$ cat src/rtl/l1d_victim_alloc_pkg.sv
// rvh_l1d_victim_pkg: shared types for the L1D refill victim allocator.
//   state_e  - allocator FSM states
//   victim_t - captured victim {set_idx, way}; fields are sized for the
//              largest supported cache and the top slices them to SW/WW.
package rvh_l1d_victim_pkg;

  localparam int SW_MAX = 16;  // up to 64K sets
  localparam int WW_MAX = 3;   // up to 8 ways

  typedef enum logic [1:0] {
    IDLE  = 2'd0,
    EVICT = 2'd1,
    ALLOC = 2'd2,
    TOUCH = 2'd3
  } state_e;

  typedef struct packed {
    logic [SW_MAX-1:0] set_idx;
    logic [WW_MAX-1:0] way;
  } victim_t;

endpackage

$ cat src/rtl/l1d_victim_alloc_way_prio_enc.sv
// l1d_way_prio_enc: lowest-index-zero priority encoder over a way vector.
//   vec_i   [N_WAYS] per-way bits (a zero marks a candidate way)
//   found_o          at least one bit of vec_i is zero
//   way_o   [WW]     index of the lowest zero bit (0 when none found)
module l1d_way_prio_enc #(
  parameter int N_WAYS = 4,
  localparam int WW = $clog2(N_WAYS)
) (
  input  logic [N_WAYS-1:0] vec_i,
  output logic              found_o,
  output logic [WW-1:0]     way_o
);

  // Scan from the top down so the lowest zero index is written last.
  always_comb begin
    found_o = 1'b0;
    way_o   = '0;
    for (int i = N_WAYS - 1; i >= 0; i--) begin
      if (!vec_i[i]) begin
        found_o = 1'b1;
        way_o   = WW'(i);
      end
    end
  end

endmodule

$ cat src/rtl/l1d_victim_alloc.sv
// l1d_victim_alloc: L1D refill victim allocator in front of the per-set PLRU.
// Picks a victim way on a miss, runs the dirty-eviction handshake, grants the
// way to refill, then touches the PLRU. Hit touches share the PLRU touch port
// and always win over the deferred victim touch.
//   clk, rst                        clock, synchronous active-high reset
//   req_*                           miss request (valid/ready, set, way valid/dirty)
//   hit_touch_*                     hit-path PLRU touch
//   plru_touch_*_o, plru_alloc_way_i  PLRU touch port / PLRU way for req_set_i
//   evict_*                         dirty-victim writeback handshake
//   alloc_*                         refill way grant handshake
// Build option: L1D_VICTIM_INVALID_FIRST_EN - prefer the lowest invalid way
// over the PLRU way; when undefined the PLRU way is always the victim.
module l1d_victim_alloc
  import rvh_l1d_victim_pkg::*;
#(
  parameter int N_WAYS = 4,
  parameter int N_SETS = 64,
  localparam int SW = $clog2(N_SETS),
  localparam int WW = $clog2(N_WAYS)
) (
  input  logic              clk,
  input  logic              rst,
  input  logic              req_valid_i,
  output logic              req_ready_o,
  input  logic [SW-1:0]     req_set_i,
  input  logic [N_WAYS-1:0] req_way_valid_i,
  input  logic [N_WAYS-1:0] req_way_dirty_i,
  input  logic              hit_touch_valid_i,
  input  logic [SW-1:0]     hit_touch_set_i,
  input  logic [WW-1:0]     hit_touch_way_i,
  output logic              plru_touch_valid_o,
  output logic [SW-1:0]     plru_touch_addr_o,
  output logic [WW-1:0]     plru_touch_way_o,
  input  logic [WW-1:0]     plru_alloc_way_i,
  output logic              evict_valid_o,
  input  logic              evict_ready_i,
  output logic [SW-1:0]     evict_set_o,
  output logic [WW-1:0]     evict_way_o,
  output logic              alloc_valid_o,
  input  logic              alloc_ready_i,
  output logic [SW-1:0]     alloc_set_o,
  output logic [WW-1:0]     alloc_way_o
);

  state_e        state_q, state_d;
  victim_t       vic_q, vic_d;
  logic [WW-1:0] vway;
  logic          vdirty;
  logic          req_fire;

`ifdef L1D_VICTIM_INVALID_FIRST_EN
  logic          inv_found;
  logic [WW-1:0] inv_way;

  l1d_way_prio_enc #(.N_WAYS(N_WAYS)) u_inv_enc (
    .vec_i   (req_way_valid_i),
    .found_o (inv_found),
    .way_o   (inv_way)
  );

  assign vway = inv_found ? inv_way : plru_alloc_way_i;
`else
  assign vway = plru_alloc_way_i;
`endif

  // Only a line that is both valid and dirty needs writing back.
  assign vdirty   = req_way_valid_i[vway] & req_way_dirty_i[vway];
  assign req_fire = req_valid_i & req_ready_o;

  // Hit touches own the PLRU port; blocking accepts then keeps the
  // plru_alloc_way_i lookup (addressed by req_set_i) coherent with the accept.
  assign req_ready_o = (state_q == IDLE) & ~hit_touch_valid_i & ~rst;

  always_comb begin
    state_d = state_q;
    vic_d   = vic_q;
    unique case (state_q)
      IDLE: if (req_fire) begin
        vic_d.set_idx = SW_MAX'(req_set_i);
        vic_d.way     = WW_MAX'(vway);
        state_d       = vdirty ? EVICT : ALLOC;
      end
      EVICT: if (evict_ready_i) state_d = ALLOC;
      ALLOC: if (alloc_ready_i) state_d = TOUCH;
      TOUCH: if (!hit_touch_valid_i) state_d = IDLE;
      default: state_d = IDLE;
    endcase
  end

  always_ff @(posedge clk) begin
    if (rst) begin
      state_q <= IDLE;
      vic_q   <= '0;
    end else begin
      state_q <= state_d;
      vic_q   <= vic_d;
    end
  end

  // Valids are masked during reset so nothing leaks out of an aborted request.
  assign evict_valid_o = (state_q == EVICT) & ~rst;
  assign alloc_valid_o = (state_q == ALLOC) & ~rst;
  assign evict_set_o   = vic_q.set_idx[SW-1:0];
  assign evict_way_o   = vic_q.way[WW-1:0];
  assign alloc_set_o   = vic_q.set_idx[SW-1:0];
  assign alloc_way_o   = vic_q.way[WW-1:0];

  always_comb begin
    plru_touch_valid_o = 1'b0;
    plru_touch_addr_o  = req_set_i;
    plru_touch_way_o   = '0;
    if (hit_touch_valid_i) begin
      plru_touch_valid_o = 1'b1;
      plru_touch_addr_o  = hit_touch_set_i;
      plru_touch_way_o   = hit_touch_way_i;
    end else if ((state_q == TOUCH) && !rst) begin
      plru_touch_valid_o = 1'b1;
      plru_touch_addr_o  = vic_q.set_idx[SW-1:0];
      plru_touch_way_o   = vic_q.way[WW-1:0];
    end
  end

  // Upper struct bits are zero-filled for narrow configurations.
  logic unused_vic_bits;
  assign unused_vic_bits = ^vic_q;

endmodule

$ cat config.mk
export PLATFORM = sky130hd
export DESIGN_NAME = l1d_victim_alloc
export DESIGN_NICKNAME = d
export VERILOG_FILES = /design/src/rtl/l1d_victim_alloc_pkg.sv /design/src/rtl/l1d_victim_alloc_way_prio_enc.sv /design/src/rtl/l1d_victim_alloc.sv
export SDC_FILE = /design/constraint.sdc
export NUM_CORES = 1
export LEC_CHECK = 0
export BUFFER_PORTS_ARGS = -buffer_cell sky130_fd_sc_hd__buf_2
export CORE_ASPECT_RATIO = 1.75
export CORE_MARGIN = 8
export CORE_UTILIZATION = 36
export DETAILED_ROUTE_END_ITERATION = 10
export PLACE_DENSITY = 0.75
export SYNTH_ARGS = -nofsm -noshare
export SYNTH_HDL_FRONTEND = slang
export SYNTH_HIERARCHICAL = 1
export SYNTH_SLANG_ARGS = --single-unit
$ cat constraint.sdc
create_clock -name clk -period 1.3 [get_ports clk]
set_input_delay 0 -clock clk [delete_from_list [all_inputs] [get_ports clk]]
set_output_delay 0 -clock clk [all_outputs]
set_load 0.01 [all_outputs]
==> results.md <==
* Die width at 52.0 microns
* Total GRT Usage at 0.130
* CTS tree: done
* Routed wire per std cell at 14.7 microns
* Final period utilization at 1.06
* Global placer's final weighted congestion at 0.699
* Leak at 0.664 nW
* Unrepaired setup endpoints after global routing: yes
* DRC errors left at 0
* Hold Crit Class: input port to flop
* Largest net degree at the start of global routing at 21
* Starting DRC count in detailed routing at 16
* Max Cap Viol at 0
* Clock buffer depth at 2
* Distinct cells, synth at 22
* Multiplexer share of the synthesized area at 0.0734
* CTS sink cnt at 10
* Area share of fa/ha/maj cells after synthesis at 0.0765
* Status: finished with violations
* Synth Area per Inst at 7.72 sq um
* Diodes inserted at 0
* Worst vdd ir at 1.10 mV
* Post-Syn Nets at 141
* Post-synth top area cell: dfxtp_1
* FP Rows at 23
* Total grt overflow at 0
* Vias in the first global route at 976
* Antenna Nets Post-Route at 0
* Compound-Gate Fraction of Synth Area at 0.156
* Largest family of logic cells by synthesized area: simple AND/OR/NAND/NOR gates
* CP Launch Point: state_q[1]
* Crit Path Class: flop to output pin
* CP arrival at 1370 ps
* Core footprint at 2220 sq um
* Share of layout cells above drive strength 1 at 0.500
* Synthesized area at 818 sq um
* Slowest CP cell: dfxtp_4
* Commonest non-fill, non-tap cells in the layout: buf_2 (57), nand2_1 (20), o21ai_0 (10)
* Data required, critical path at 1300 ps
* Yosys top cell area share at 0.245
* Reg2reg start: state_q[1]
* Period minus WS final at 1370 ps
* Die height at 79.1 microns
* Total power at 1.69 mW
* Layout Nets at 200
* Worst skew pair latency at 240 ps
* Commonest non-fill, non-tap cell in the layout: buf_2
* Reg clk slew, reported paths at 60 ps
* Pwr per Cell Area at 1300 nW/um^2
* Synth Area in XOR/XNOR at 0
* Post-synthesis sequential area ratio at 0.245
* Global-route wire length before repair at 4.33 mm
* Initial core utilization at 0.369
* CTS Buf Count at 3
* Buffers on Ports at 57
* Highest achievable clock rate at 729 MHz
* CTS root buf: clkbuf_8
* Final hold violations at 0
* Post-route cell area at 1300 sq um
* Final setup violation count at 7
* Startpoint types: flop
* Hold path startpoint: req_set_i[2]
* First-pass DRT Iterations at 5
* DP Wirelength at 2.14 mm
* CP max FO at 4
* Antenna violations before repair at 0
* Hold slack at 15.2 ps
* CP endpoint kind: output pin
* Area growth syn-to-layout at 58.6%
* Crit-path cells: ha_4 > nand2b_4 > buf_6 > mux2i_1 > o21ai_1 > buf_2
* Placed Instance Area at 1080 sq um
* Yosys reg bits at 10
* IO Count at 58
* # fillers at 176
* Register area at 208 sq um
* Synth warn at 6
* Total number of vias at 937
* Synth Area in Simple Gates at 0.298
* Mapped Cells at 106
* Total wire length at 2.77 mm
* Failing checks: negative setup slack
* Ranking of synthesized cells by area: dfxtp_1 (24%), o21ai_0 (9.8%), nand2_1 (9.2%)
* Final setup margin at -72.7 ps
* CTS H-tree lvls at 1
* Fin. max-slew vios at 0
* Die area at 4110 sq um
* Slew of the pin with the lowest slew margin at 357 ps
* Multi-input gate area at 589 sq um
* Slowest Stage Delay on Critical Path at 360 ps
* Vias per cell at 4.96
* Skew final at 6.96 ps
* Max transition margin at 0.762
## per-layer routing
| metal | vias to the layer above | global-route usage | wire [microns] |
|---|---|---|---|
| met5 | - | 0 | 0 |
| met4 | 0 | 0.0455 | 30 |
| met3 | 6 | 0.0411 | 209 |
| met2 | 46 | 0.256 | 1510 |
| met1 | 421 | 0.114 | 1030 |
| li1 | 464 | - | - |
## logic make-up after synthesis
kind of cell | Yosys count
muxes | 6
AOI/OAI and AO/OA | 22
adders and majority gates | 5
buffers and inverters | 18
and+or+nand+nor | 45
DFF | 10
## critical path, delay by kind of cell, from the launching register on
family	cells	cell delay (ps)
adders and majority gates	1	180
DFF	1	360
AOI/OAI and AO/OA	1	70
buffers and inverters	2	270
and+or+nand+nor	1	70
muxes	1	180
## path summary, 6_finish.rpt
kind / end / slack, ps / depth (start not counted)
hold reg to reg: alloc_set_o[5] / 500 / 2
setup reg to reg: state_q[1] / -40 / 6
setup / recovery: plru_touch_addr_o[0] / -70 / 6
hold / removal: alloc_set_o[2] / 20 / 3
## sequential cells by signal, indices dropped and copies added (netlist names)
name,flops
state_q,2
alloc_set_o,6
alloc_way_o,2
## what timing repair did
| item | 4_1_cts | 5_1_grt |
|---|---|---|
| pin swaps | 3 | 3 |
| setup buffers | 0 | 2 |
| gates resized for setup | 12 | 10 |
| setup endpoints to repair | 11 | 17 |
| endpoints found under the hold margin | 6 | 0 |
| hold buffers | 6 | 0 |
## per-stage QoR
| stage | cells | setup slack [ps] | setup TNS (ps) | util |
|---|---|---|---|---|
| after floorplan | 106 | -11.5 | -23.0 | - |
| after global placement | 177 | 31.9 | 0 | 0.488 |
| after detailed placement | 177 | -28.6 | -28.6 | 0.488 |
| after CTS | 187 | -73.8 | -442 | 0.556 |
| after global routing | 189 | -137 | -1240 | 0.586 |
| final | 189 | -72.7 | -438 | 0.586 |
## power breakdown
group / total (mW) / leakage, nW / internal, mW / switching [mW]
Sequential: 0.447 / 0.0831 / 0.379 / 0.0684
Clock: 0.403 / 0.0288 / 0.267 / 0.136
Combinational: 0.843 / 0.552 / 0.416 / 0.427
## cell usage after synthesis, drive strengths merged
cell,count
a21oi,2
nor2,1
a311oi,1
clkbuf,2
nor3b,2
inv,4
mux2i,6
dfxtp,10
buf,12
nand4,1
and2,1
o2111ai,2
nand4b,1
nand2b,12
nand3,2
nand3b,2
nor2b,3
ha,5
o21ai,16
o2111a,1
nand2,20
## area by class of cell
| type | count | area share |
|---|---|---|
| Clock buffer | 4 | 0.0424 |
| Inverter | 4 | 0.0116 |
| Multi-Input combinational cell | 78 | 0.454 |
| Sequential cell | 10 | 0.160 |
| Tap cell | 25 | 0.0241 |
| Timing Repair Buffer | 68 | 0.308 |
Power figures use the tool's default switching activity.
